$ cat config.mk
export PLATFORM = sky130hd
export DESIGN_NAME = bus_ctrl
export DESIGN_NICKNAME = d
export VERILOG_FILES = /design/src/rtl/bus_pkg.sv /design/src/rtl/bus_addr_decode.sv /design/src/rtl/bus_ctrl.sv
export SDC_FILE = /design/constraint.sdc
export NUM_CORES = 1
export LEC_CHECK = 0
export ABC_AREA = 1
export BUFFER_PORTS_ARGS = -buffer_cell sky130_fd_sc_hd__buf_2
export CORE_MARGIN = 8
export CORE_UTILIZATION = 53
export CTS_CLUSTER_SIZE = 20
export DETAILED_ROUTE_END_ITERATION = 10
export PLACE_DENSITY = 0.8
export SKIP_CTS_REPAIR_TIMING = 1
export SLEW_MARGIN = 40
export SYNTH_ARGS = -nofsm -noshare
export SYNTH_HDL_FRONTEND = slang
export SYNTH_SLANG_ARGS = --single-unit
$ cat constraint.sdc
create_clock -name clk -period 4.9 [get_ports clk]
set_clock_uncertainty 0.05 [all_clocks]
set_input_delay 0.98 -clock clk [delete_from_list [all_inputs] [get_ports clk]]
set_output_delay 0.98 -clock clk [all_outputs]
set_load 0.1 [all_outputs]
$ cat src/rtl/bus_pkg.sv
// Memory map defaults, window-size helpers and FSM state encoding shared by the bus controller.
package bus_pkg;

    localparam int unsigned FLASH_WIDTH_DFLT = 9;
    localparam int unsigned RAM_WIDTH_DFLT   = 10;
    localparam logic [31:0] FLASH_BASE_DFLT  = 32'h0000_0000;
    localparam logic [31:0] RAM_BASE_DFLT    = 32'h1000_0000;

    // Flash is word addressed, so its byte window is four times its word count.
    function automatic logic [31:0] flash_win_bytes(input int unsigned fw);
        return 32'(4) << fw;
    endfunction

    function automatic logic [31:0] ram_win_bytes(input int unsigned rw);
        return 32'(1) << rw;
    endfunction

    localparam logic [31:0] FLASH_SIZE_DFLT = flash_win_bytes(FLASH_WIDTH_DFLT);
    localparam logic [31:0] RAM_SIZE_DFLT   = ram_win_bytes(RAM_WIDTH_DFLT);

    typedef enum logic [2:0] {
        IDLE     = 3'd0,
        FLASH_RD = 3'd1,
        RAM_RD   = 3'd2,
        RAM_WR   = 3'd3,
        DONE     = 3'd4
    } state_e;

endpackage

$ cat src/rtl/bus_addr_decode.sv
// Combinational window hit and fault classification of a CPU access.
module bus_addr_decode
    import bus_pkg::*;
#(
    parameter int unsigned FLASH_WIDTH = FLASH_WIDTH_DFLT,
    parameter int unsigned RAM_WIDTH   = RAM_WIDTH_DFLT,
    parameter logic [31:0] FLASH_BASE  = FLASH_BASE_DFLT,
    parameter logic [31:0] RAM_BASE    = RAM_BASE_DFLT
) (
    input  logic [31:0] addr_i,
    input  logic        we_i,
    input  logic        size_i,
    output logic        flash_hit_c_o,
    output logic        ram_hit_c_o,
    output logic        fault_c_o
);

    localparam logic [31:0] FLASH_SIZE = flash_win_bytes(FLASH_WIDTH);
    localparam logic [31:0] RAM_SIZE   = ram_win_bytes(RAM_WIDTH);

    logic [31:0] flash_off;
    logic [31:0] ram_off;

    // Offsets wrap below the base, so a single unsigned compare covers both bounds.
    always_comb begin
        flash_off     = addr_i - FLASH_BASE;
        ram_off       = addr_i - RAM_BASE;
        flash_hit_c_o = (flash_off < FLASH_SIZE);
        ram_hit_c_o   = (ram_off < RAM_SIZE) && !flash_hit_c_o;
        fault_c_o     = !(flash_hit_c_o || ram_hit_c_o)
                      || (flash_hit_c_o && we_i)
                      || (size_i && (addr_i[1:0] != 2'b00));
    end

endmodule

$ cat src/rtl/bus_ctrl.sv
// CPU bus controller bridging to a combinational word flash and a synchronous byte RAM.
module bus_ctrl
    import bus_pkg::*;
#(
    parameter int unsigned FLASH_WIDTH = FLASH_WIDTH_DFLT,
    parameter int unsigned RAM_WIDTH   = RAM_WIDTH_DFLT,
    parameter logic [31:0] FLASH_BASE  = FLASH_BASE_DFLT,
    parameter logic [31:0] RAM_BASE    = RAM_BASE_DFLT
) (
    input  logic                   clk,
    input  logic                   rst,
    input  logic                   req,
    input  logic                   we,
    input  logic                   size,
    input  logic [31:0]            addr,
    input  logic [31:0]            wdata,
    output logic [31:0]            rdata,
    output logic                   ack,
    output logic                   err,
    output logic [FLASH_WIDTH-1:0] flash_addr,
    input  logic [31:0]            flash_data,
    output logic                   ram_rw,
    output logic [RAM_WIDTH-1:0]   ram_addr,
    output logic [7:0]             ram_di,
    input  logic [7:0]             ram_do
);

    state_e      state_q;
    logic        size_q;
    logic [1:0]  bsel_q;
    logic [31:0] wdata_q;
    logic [2:0]  cnt_q;
    logic [23:0] rbuf_q;

    logic        dec_flash;
    logic        dec_ram;
    logic        dec_fault;
    logic [2:0]  nbytes;
    logic [1:0]  wr_idx;

    bus_addr_decode #(
        .FLASH_WIDTH (FLASH_WIDTH),
        .RAM_WIDTH   (RAM_WIDTH),
        .FLASH_BASE  (FLASH_BASE),
        .RAM_BASE    (RAM_BASE)
    ) u_decode (
        .addr_i        (addr),
        .we_i          (we),
        .size_i        (size),
        .flash_hit_c_o (dec_flash),
        .ram_hit_c_o   (dec_ram),
        .fault_c_o     (dec_fault)
    );

    assign nbytes = size_q ? 3'd4 : 3'd1;
    assign wr_idx = 2'(cnt_q + 3'd1);

    // Cycle-1 memory signals are loaded at the acceptance edge so every output stays registered.
    always_ff @(posedge clk or posedge rst) begin
        if (rst) begin
            state_q    <= IDLE;
            size_q     <= 1'b0;
            bsel_q     <= 2'b00;
            wdata_q    <= '0;
            cnt_q      <= '0;
            rbuf_q     <= '0;
            rdata      <= '0;
            ack        <= 1'b0;
            err        <= 1'b0;
            flash_addr <= '0;
            ram_rw     <= 1'b0;
            ram_addr   <= '0;
            ram_di     <= '0;
        end else begin
            case (state_q)
                IDLE: begin
                    if (req) begin
                        size_q  <= size;
                        bsel_q  <= addr[1:0];
                        wdata_q <= wdata;
                        cnt_q   <= '0;
                        if (dec_fault) begin
                            ack     <= 1'b1;
                            err     <= 1'b1;
                            state_q <= DONE;
                        end else if (dec_flash) begin
                            flash_addr <= addr[FLASH_WIDTH+1:2];
                            state_q    <= FLASH_RD;
                        end else if (dec_ram) begin
                            ram_addr <= addr[RAM_WIDTH-1:0];
                            if (we) begin
                                ram_rw  <= 1'b1;
                                ram_di  <= wdata[7:0];
                                state_q <= RAM_WR;
                            end else begin
                                state_q <= RAM_RD;
                            end
                        end
                    end
                end
                FLASH_RD: begin
                    rdata   <= size_q ? flash_data : {24'h0, flash_data[8*bsel_q +: 8]};
                    ack     <= 1'b1;
                    state_q <= DONE;
                end
                // RAM data lags its address by one cycle; cnt_q counts cycles spent in this state.
                RAM_RD: begin
                    if (cnt_q == nbytes) begin
                        rdata   <= size_q ? {ram_do, rbuf_q} : {24'h0, ram_do};
                        ack     <= 1'b1;
                        state_q <= DONE;
                    end else begin
                        if (cnt_q != 3'd0) begin
                            rbuf_q <= {ram_do, rbuf_q[23:8]};
                        end
                        ram_addr <= ram_addr + RAM_WIDTH'(1);
                        cnt_q    <= cnt_q + 3'd1;
                    end
                end
                RAM_WR: begin
                    if (cnt_q == nbytes - 3'd1) begin
                        ram_rw  <= 1'b0;
                        ack     <= 1'b1;
                        state_q <= DONE;
                    end else begin
                        ram_addr <= ram_addr + RAM_WIDTH'(1);
                        ram_di   <= wdata_q[8*wr_idx +: 8];
                        cnt_q    <= cnt_q + 3'd1;
                    end
                end
                DONE: begin
                    ack     <= 1'b0;
                    err     <= 1'b0;
                    state_q <= IDLE;
                end
                default: begin
                    state_q <= IDLE;
                end
            endcase
        end
    end

endmodule

======== Yosys cells after proc, flatten, opt, wreduce, memory -nomap -nowiden ========
Index checks and enable logic that the tools add are counted.
word-level totals
  flip-flop bits (word level) ............. 127
  latch bits .............................. 0
  bits in writable memories ............... 0
  memory bits (read-only) ................. 0
  output and inout port bits .............. 62
  logic and storage cells ................. 111
  memories kept ........................... 0
operators by class
  $add $sub $neg .......................... 4
  multipliers ............................. 0
  div/mod/pow operators ................... 0
  $lt $le $gt $ge ......................... 2
  eq/ne operators ......................... 17
  shift-type cells ........................ 2
  muxes and demuxes ....................... 44
  bitwise gates (word level) .............. 2
  reduce and logical (&&, ||, !) cells .... 27
operators by type and width
  cell                                                          count
  two-way mux 32 bit                                            3
  case mux 32 bit (2 select lines)                              1
  indexed part select 32 x 6 -> 8 bit                           2
  two-way mux 10 bit                                            6
  two-way mux 8 bit                                             6
  less-than comparator 32 x 11 -> 1 bit, second input constant  1
  less-than comparator 32 x 12 -> 1 bit, second input constant  1
  subtractor 32 x 29 -> 32 bit, second input constant           1
  two-way mux 3 bit                                             10
  case mux 10 bit (3 select lines)                              1
  AND reduction 7 bit                                           3
  inequality test 2 bit, second input constant                  10
  case mux 8 bit (2 select lines)                               1
  case mux 3 bit (4 select lines)                               1
  AND reduction 4 bit                                           3
  two-way mux 1 bit                                             11
  adder 10 x 1 -> 10 bit, second input constant                 1
  case mux 3 bit (3 select lines)                               1
  nonzero test 2 bit                                            4
  == test 3 x 2 -> 1 bit, second input constant                 2
  == test 3 bit                                                 2
  AND reduction 3 bit                                           2
  nonzero test 3 bit                                            2
  case mux 1 bit (5 select lines)                               1
  14 further kinds                                              22

======== Longest topological paths before layout ========
  depth in word-level cells ............... 10
  depth in mapped cells ................... 14
  mapped depth without buffers ............ 13

======== Hierarchy ========
From an unflattened synthesis, not the netlist that was laid out.
unflattened totals
  cell total of the unflattened synthesis .. 941
  area, all modules ....................... 6857.8 um^2
by module, submodules not included
  module           instances  cells an instance  area each (um^2)  sequential area each (um^2)
  bus_ctrl         1          900                6688.9            3178.0
  bus_addr_decode  1          41                 168.9             0.0

======== Worst setup path before layout ========
OpenSTA, ideal clock, no wires.
  path type ............................... reg-to-reg
  from .................................... reg ram_addr[0]
  to ...................................... reg ram_addr[8]
  library setup time ...................... 0.122 ns
  arrival time ............................ 2.125 ns
  setup slack ............................. 2.602 ns
  stages on the path, launching flop included .. 11
  clock period less this slack ............ 2.298 ns
  cells stage by stage .................... dfrtp_1 ha_1 nand3_1 nor2_1 nand2_1 nor2_1 nand3_1 nand3_1 nand2_1 nand3_1 nand2_1
on the way
  longest elaborated chain between the ends .. 3
  elaborated cells between the ends (all ways) .. 4
  classes of those cells .................. 1 x add/sub; 3 x mux
ends and longest elaborated chain
  item                                   line                              text
  from (decl)                            bus_ctrl.sv:23                    output logic [RAM_WIDTH-1:0] ram_addr,
  from (signal assigned)                 bus_ctrl.sv:90                    ram_addr <= addr[RAM_WIDTH-1:0];
  from (signal assigned)                 bus_ctrl.sv:116                   ram_addr <= ram_addr + RAM_WIDTH'(1);
  from (signal assigned)                 bus_ctrl.sv:126                   ram_addr <= ram_addr + RAM_WIDTH'(1);
  adder 10 x 1 -> 10 bit (*)             bus_ctrl.sv:116, bus_ctrl.sv:126
  two-way mux 10 bit (on tied branches)  bus_ctrl.sv:121, bus_ctrl.sv:108
  case mux 10 bit (3 select lines) (*)   bus_ctrl.sv:75                    case (state_q)
Every way passes the cells marked *; elsewhere a longest branch is shown, timed or not. The select of a mux whose other input is x is not followed.
A chain may end at the register's enable or synchronous reset.

======== Worst setup path in the final report ========
  from .................................... reg state_q[0]
  to ...................................... reg flash_addr[5]
on the way
  longest elaborated chain between the ends .. 2
ends and longest elaborated chain
  item                                  line            text
  from (decl)                           bus_ctrl.sv:28  state_e state_q;
  from (signal assigned)                bus_ctrl.sv:61  state_q <= IDLE;
  from (signal assigned)                bus_ctrl.sv:85  state_q <= DONE;
  from (signal assigned)                bus_ctrl.sv:88  state_q <= FLASH_RD;
  logical NOT 3 bit                     bus_ctrl.sv:75
  AND reduction 4 bit (no source line)  -
  to (signal assigned)                  bus_ctrl.sv:87  flash_addr <= addr[FLASH_WIDTH+1:2];
  to (decl)                             bus_ctrl.sv:20  output logic [FLASH_WIDTH-1:0] flash_addr,
No other way between the ends.

==> results.md <==
Status:
- The run finished with clean final reports.

Synthesis:
- The gate count of the mapped netlist is ~860.
- Yosys attributes the largest share of cell area to sky130_fd_sc_hd__dfrtp_1, sky130_fd_sc_hd__nand2_1, sky130_fd_sc_hd__o21ai_0.
- The synthesized netlist devotes less than 1% of its cell area to XOR and XNOR gates.
- The post-synthesis adder-cell area fraction is 0.567%.
- The average instance in the mapped netlist occupies approximately 7.7 sq um.
- Sequential cells were found to cover around half of the synthesized design area.
- The top cell type by total area after synthesis is sky130_fd_sc_hd__dfrtp_1.
- By area, the combinational part of the netlist is dominated by simple AND/OR/NAND/NOR gates.
- The area fraction in compound gates after synthesis is around 16%.
- Synthesis produced a netlist with a net count of approximately 980.
- The number of synthesized register bits is between 100 and 150.
- The distinct cell type count of the synthesized netlist is 36.
- Yosys printed 0 warnings.
- Summed over its instances, the top area cell type makes up a little under 50% of the synthesized netlist area.
- The synthesized netlist devotes a little over a quarter of its cell area to simple gates.
- The mux cell area share after synthesis is 0%.
- In this run the cell area of the synthesized design comes to 0.00662 sq mm.

Critical path:
- The critical path starts at state_q[0]$_DFFE_PP0P_.
- The endpoint of the lowest-slack register-to-register path is flash_addr[5]$_DFFE_PP0P_.
- The last element of the critical path is flash_addr[5]$_DFFE_PP0P_.
- STA classifies the critical path startpoint as a flop.
- At the worst endpoint, the required time is just over 5 ns.
- The minimum setup slack among reg-to-reg paths is 1.98 ns.
- Counting cells, the worst reg-to-reg path comes to 7.
- The largest fanout of any net on the critical path is 42.
- The startpoint identified for the worst register-to-register timing path is state_q[0]$_DFFE_PP0P_.
- The worst setup path is captured at a flop.
- At the worst endpoint, the arrival time is around 3.2 ns.
- The critical path is of the flop to flop type.

GRT:
- The wire length of the first global-routing pass is about 31000 um.
- The via count of the first global-routing pass is ~6400.
- The number of antenna violations at the first check in global routing is 1.
- The overall routing resource usage is approximately a quarter.
- After global routing the overflow that remains totals 0.
- The largest net degree at the start of global routing is 66.

Power:
- Combinational logic burns about 51% of the power.
- The leakage power of the design is 4.32 nW.
- The power density over the cells is around 800 mW/mm^2.
- Of the total power, the clock network draws 21.1%.
- The share of total power dissipated in sequential elements is between 20 and 30%.
- IR analysis of the VDD net gives a maximum drop of approximately 620 uV.
- Summed over all nets, the switching power comes to 0.00347 W.
- The internal portion of the total power is between 0.003 and 0.004 W.
- The switching power share of the total is 53.4%.

Placement:
- The detailed-placement wirelength estimate is 13400 um.
- The number of port buffers is 170.
- At the end of routability-driven placement, the weighted congestion stood at 0.872.

Layout:
- The area growth from synthesis to layout is 22.1%.
- The number of nets in the finished design is 1122.
- Of the cells placed in the final design, the portion with a size suffix greater than 1 is 23.4%.
- After filler insertion, the fill cell instance count of the layout stands at roughly 1100.
- The multi-input combinational cells in the finished layout cover a total of around 0.0028 sq mm.
- The area taken by flip-flops and latches is approximately 0.0032 sq mm.

Route:
- The post-detailed-route DRC marker count is 0.
- The average routed wire per standard cell is between 15 and 20 um.
- The first-pass detailed-route iteration total is 7.
- The overall via count from detail_route is 6481.
- The final antenna-violating net count is 0.
- The number of violations reported at the end of detailed-routing iteration 0 is roughly 700.
- The via density per instance is ~5.4.
- The post-detailed-routing wire length is ~19000 um.

Flow run:
- Across the run, the number of max-cap violations was 0.

Timing:
- Setup repair after global routing left no endpoint under its margin.
- In the finished design, the share of the clock period the worst path needs comes to between 50% and 60%.
- The transition time at the pin with the least slew margin is just over 0.7 ns.
- The worst max-slew margin expressed relative to the limit is 51.5%.
- The count of endpoints failing setup in the final report is 0.
- The worst hold margin is roughly 0.41 ns.
- The setup TNS is 0 ns.
- Derived from the worst setup path, the maximum achievable clock frequency is around 0.34 GHz.
- After layout, the minimum clock period comes to 2.92 ns.
- The count of endpoints failing hold in the final timing report is 0.
- The count of final max-slew check failures was 0.

Die:
- The die width is 128 um.
- The height of the die is about 130 um.
- The effective utilization at floorplan is around 53%.
- The number of primary I/O pins is 171.
- The number of cell rows is between 40 and 50.
- The total core area is 0.0124 sq mm.
- The floorplan step defined a die boundary enclosing 0.0163 sq mm.

Worst hold path:
- The count of cells along the worst hold path is 2.
- The path class of the tightest hold or removal check is flop to flop.

Clock network:
- After clock tree synthesis, the clock-pin slew on the worst setup and hold paths is approximately 0.060 ns.
- The clock sink total is 127.
- The TritonCTS buffer count is 17.
- The clock network latency to the later pin of the worst-skew pair is 0.42 ns.
- TritonCTS built the clock tree.
- No sink is reached through more buffers than the 2 on the longest clock path.
- The H-tree generated during clock tree synthesis spans 4 levels.
- The tree is rooted in a sky130_fd_sc_hd__clkbuf_16.
[worst max-delay path: stages, from the launching register on]
cell and delay (ns):
sky130_fd_sc_hd__dfrtp_1 0.41, sky130_fd_sc_hd__inv_2 0.12, sky130_fd_sc_hd__nand2_2 0.09, sky130_fd_sc_hd__nor2_4 0.29, sky130_fd_sc_hd__nand2_2 0.51, sky130_fd_sc_hd__inv_2 0.60, sky130_fd_sc_hd__nand4_2 0.47, sky130_fd_sc_hd__o21ai_1 0.28
[kinds of logic (layout without fill, tap and decap cells)]
| family | Yosys count | after routing |
|---|---|---|
| adder cells (fa/ha/maj) | 3 | 3 |
| AO/OA/AOI/OAI | 184 | 184 |
| other | 0 | 1 |
| flip-flops | 127 | 127 |
| AND/OR/NAND/NOR | 418 | 418 |
| buffers and inverters | 130 | 289 |
| XOR/XNOR | 2 | 2 |
[routing by layer]
metal	GRT usage, %	share of wire (%)	vias to the layer above
li1	-	-	3096
met1	28.6	40	3009
met2	39.4	48	324
met3	6.24	8.7	52
met4	11.5	3.2	0
met5	0	0	-
[state kept, by name, indices dropped and copies added, names as in the netlist]
name,flops
cnt_q,3
wdata_q,32
size_q,1
state_q,3
bsel_q,2
ram_rw,1
ram_di,8
ram_addr,10
rdata,32
rbuf_q,24
ack,1
flash_addr,9
err,1
[how the worst min path moves through the flow]
stage,startpoint,end
global placement,err$_DFFE_PP0P_,err$_DFFE_PP0P_
floorplan,wdata_q[0]$_DFFE_PP0P_,wdata_q[0]$_DFFE_PP0P_
global route,ram_di[5]$_DFFE_PP0P_,ram_di[5]$_DFFE_PP0P_
finish,err$_DFFE_PP0P_,err$_DFFE_PP0P_
detailed placement,err$_DFFE_PP0P_,err$_DFFE_PP0P_
CTS,err$_DFFE_PP0P_,err$_DFFE_PP0P_
[per-stage QoR]
stage                     utilization [%]  std cells  power (W)  instance area [sq um]  worst slack [ns]
after CTS                            65.1       1195    0.00649                   8080              1.99
after global placement               59.9       1163    0.00504                   7440              1.91
after detailed placement             59.9       1163    0.00509                   7440              1.84
after floorplan                         -        864    0.00452                   6620             0.486
final                                65.1       1196    0.00649                   8090              1.98
after global routing                 65.1       1196    0.00683                   8090              1.61
[synth_stat cells, drive strengths merged]
cell    count
buf        26
clkinv      1
xnor2       1
nand3      47
inv        81
nand4       3
or2         2
clkbuf     22
ha          3
o211ai     31
nor3       10
a21oi      48
o21bai      2
o21ai      86
nand2     290
a31oi      12
nor2       66
dfrtp     127
o22ai       5
xor2        1
[power by group through the flow]
stage,registers [W],logic (W),clock network [W]
3_3_place_gp,0.00183,0.00321,0
4_1_cts,0.00182,0.00329,0.00138
3_5_place_dp,0.00183,0.00327,0
5_1_grt,0.00189,0.00353,0.00142
2_1_floorplan,0.00323,0.00130,0
6_report,0.00183,0.00329,0.00137
[layout make-up]
type	count	area share [%]
well taps	172	2.66
flip-flops and latches	127	39.3
clock buffers	22	5.99
repair buffers	175	11.1
diodes	1	0.0310
multi-input cells	607	35.0
clock inverters	10	1.95
inverters	82	3.90
[placed cells by master (no fill, tap or decap), types with 13 or more instances in the layout]
cell type	instances
sky130_fd_sc_hd__inv_1	73
sky130_fd_sc_hd__o21ai_0	72
sky130_fd_sc_hd__o211ai_1	31
sky130_fd_sc_hd__buf_2	170
sky130_fd_sc_hd__dfrtp_1	127
sky130_fd_sc_hd__a21oi_1	47
sky130_fd_sc_hd__o21ai_1	13
sky130_fd_sc_hd__nand3_1	46
sky130_fd_sc_hd__clkbuf_16	17
sky130_fd_sc_hd__nor2_1	55
sky130_fd_sc_hd__nand2_1	281
Power figures use the tool's default switching activity.
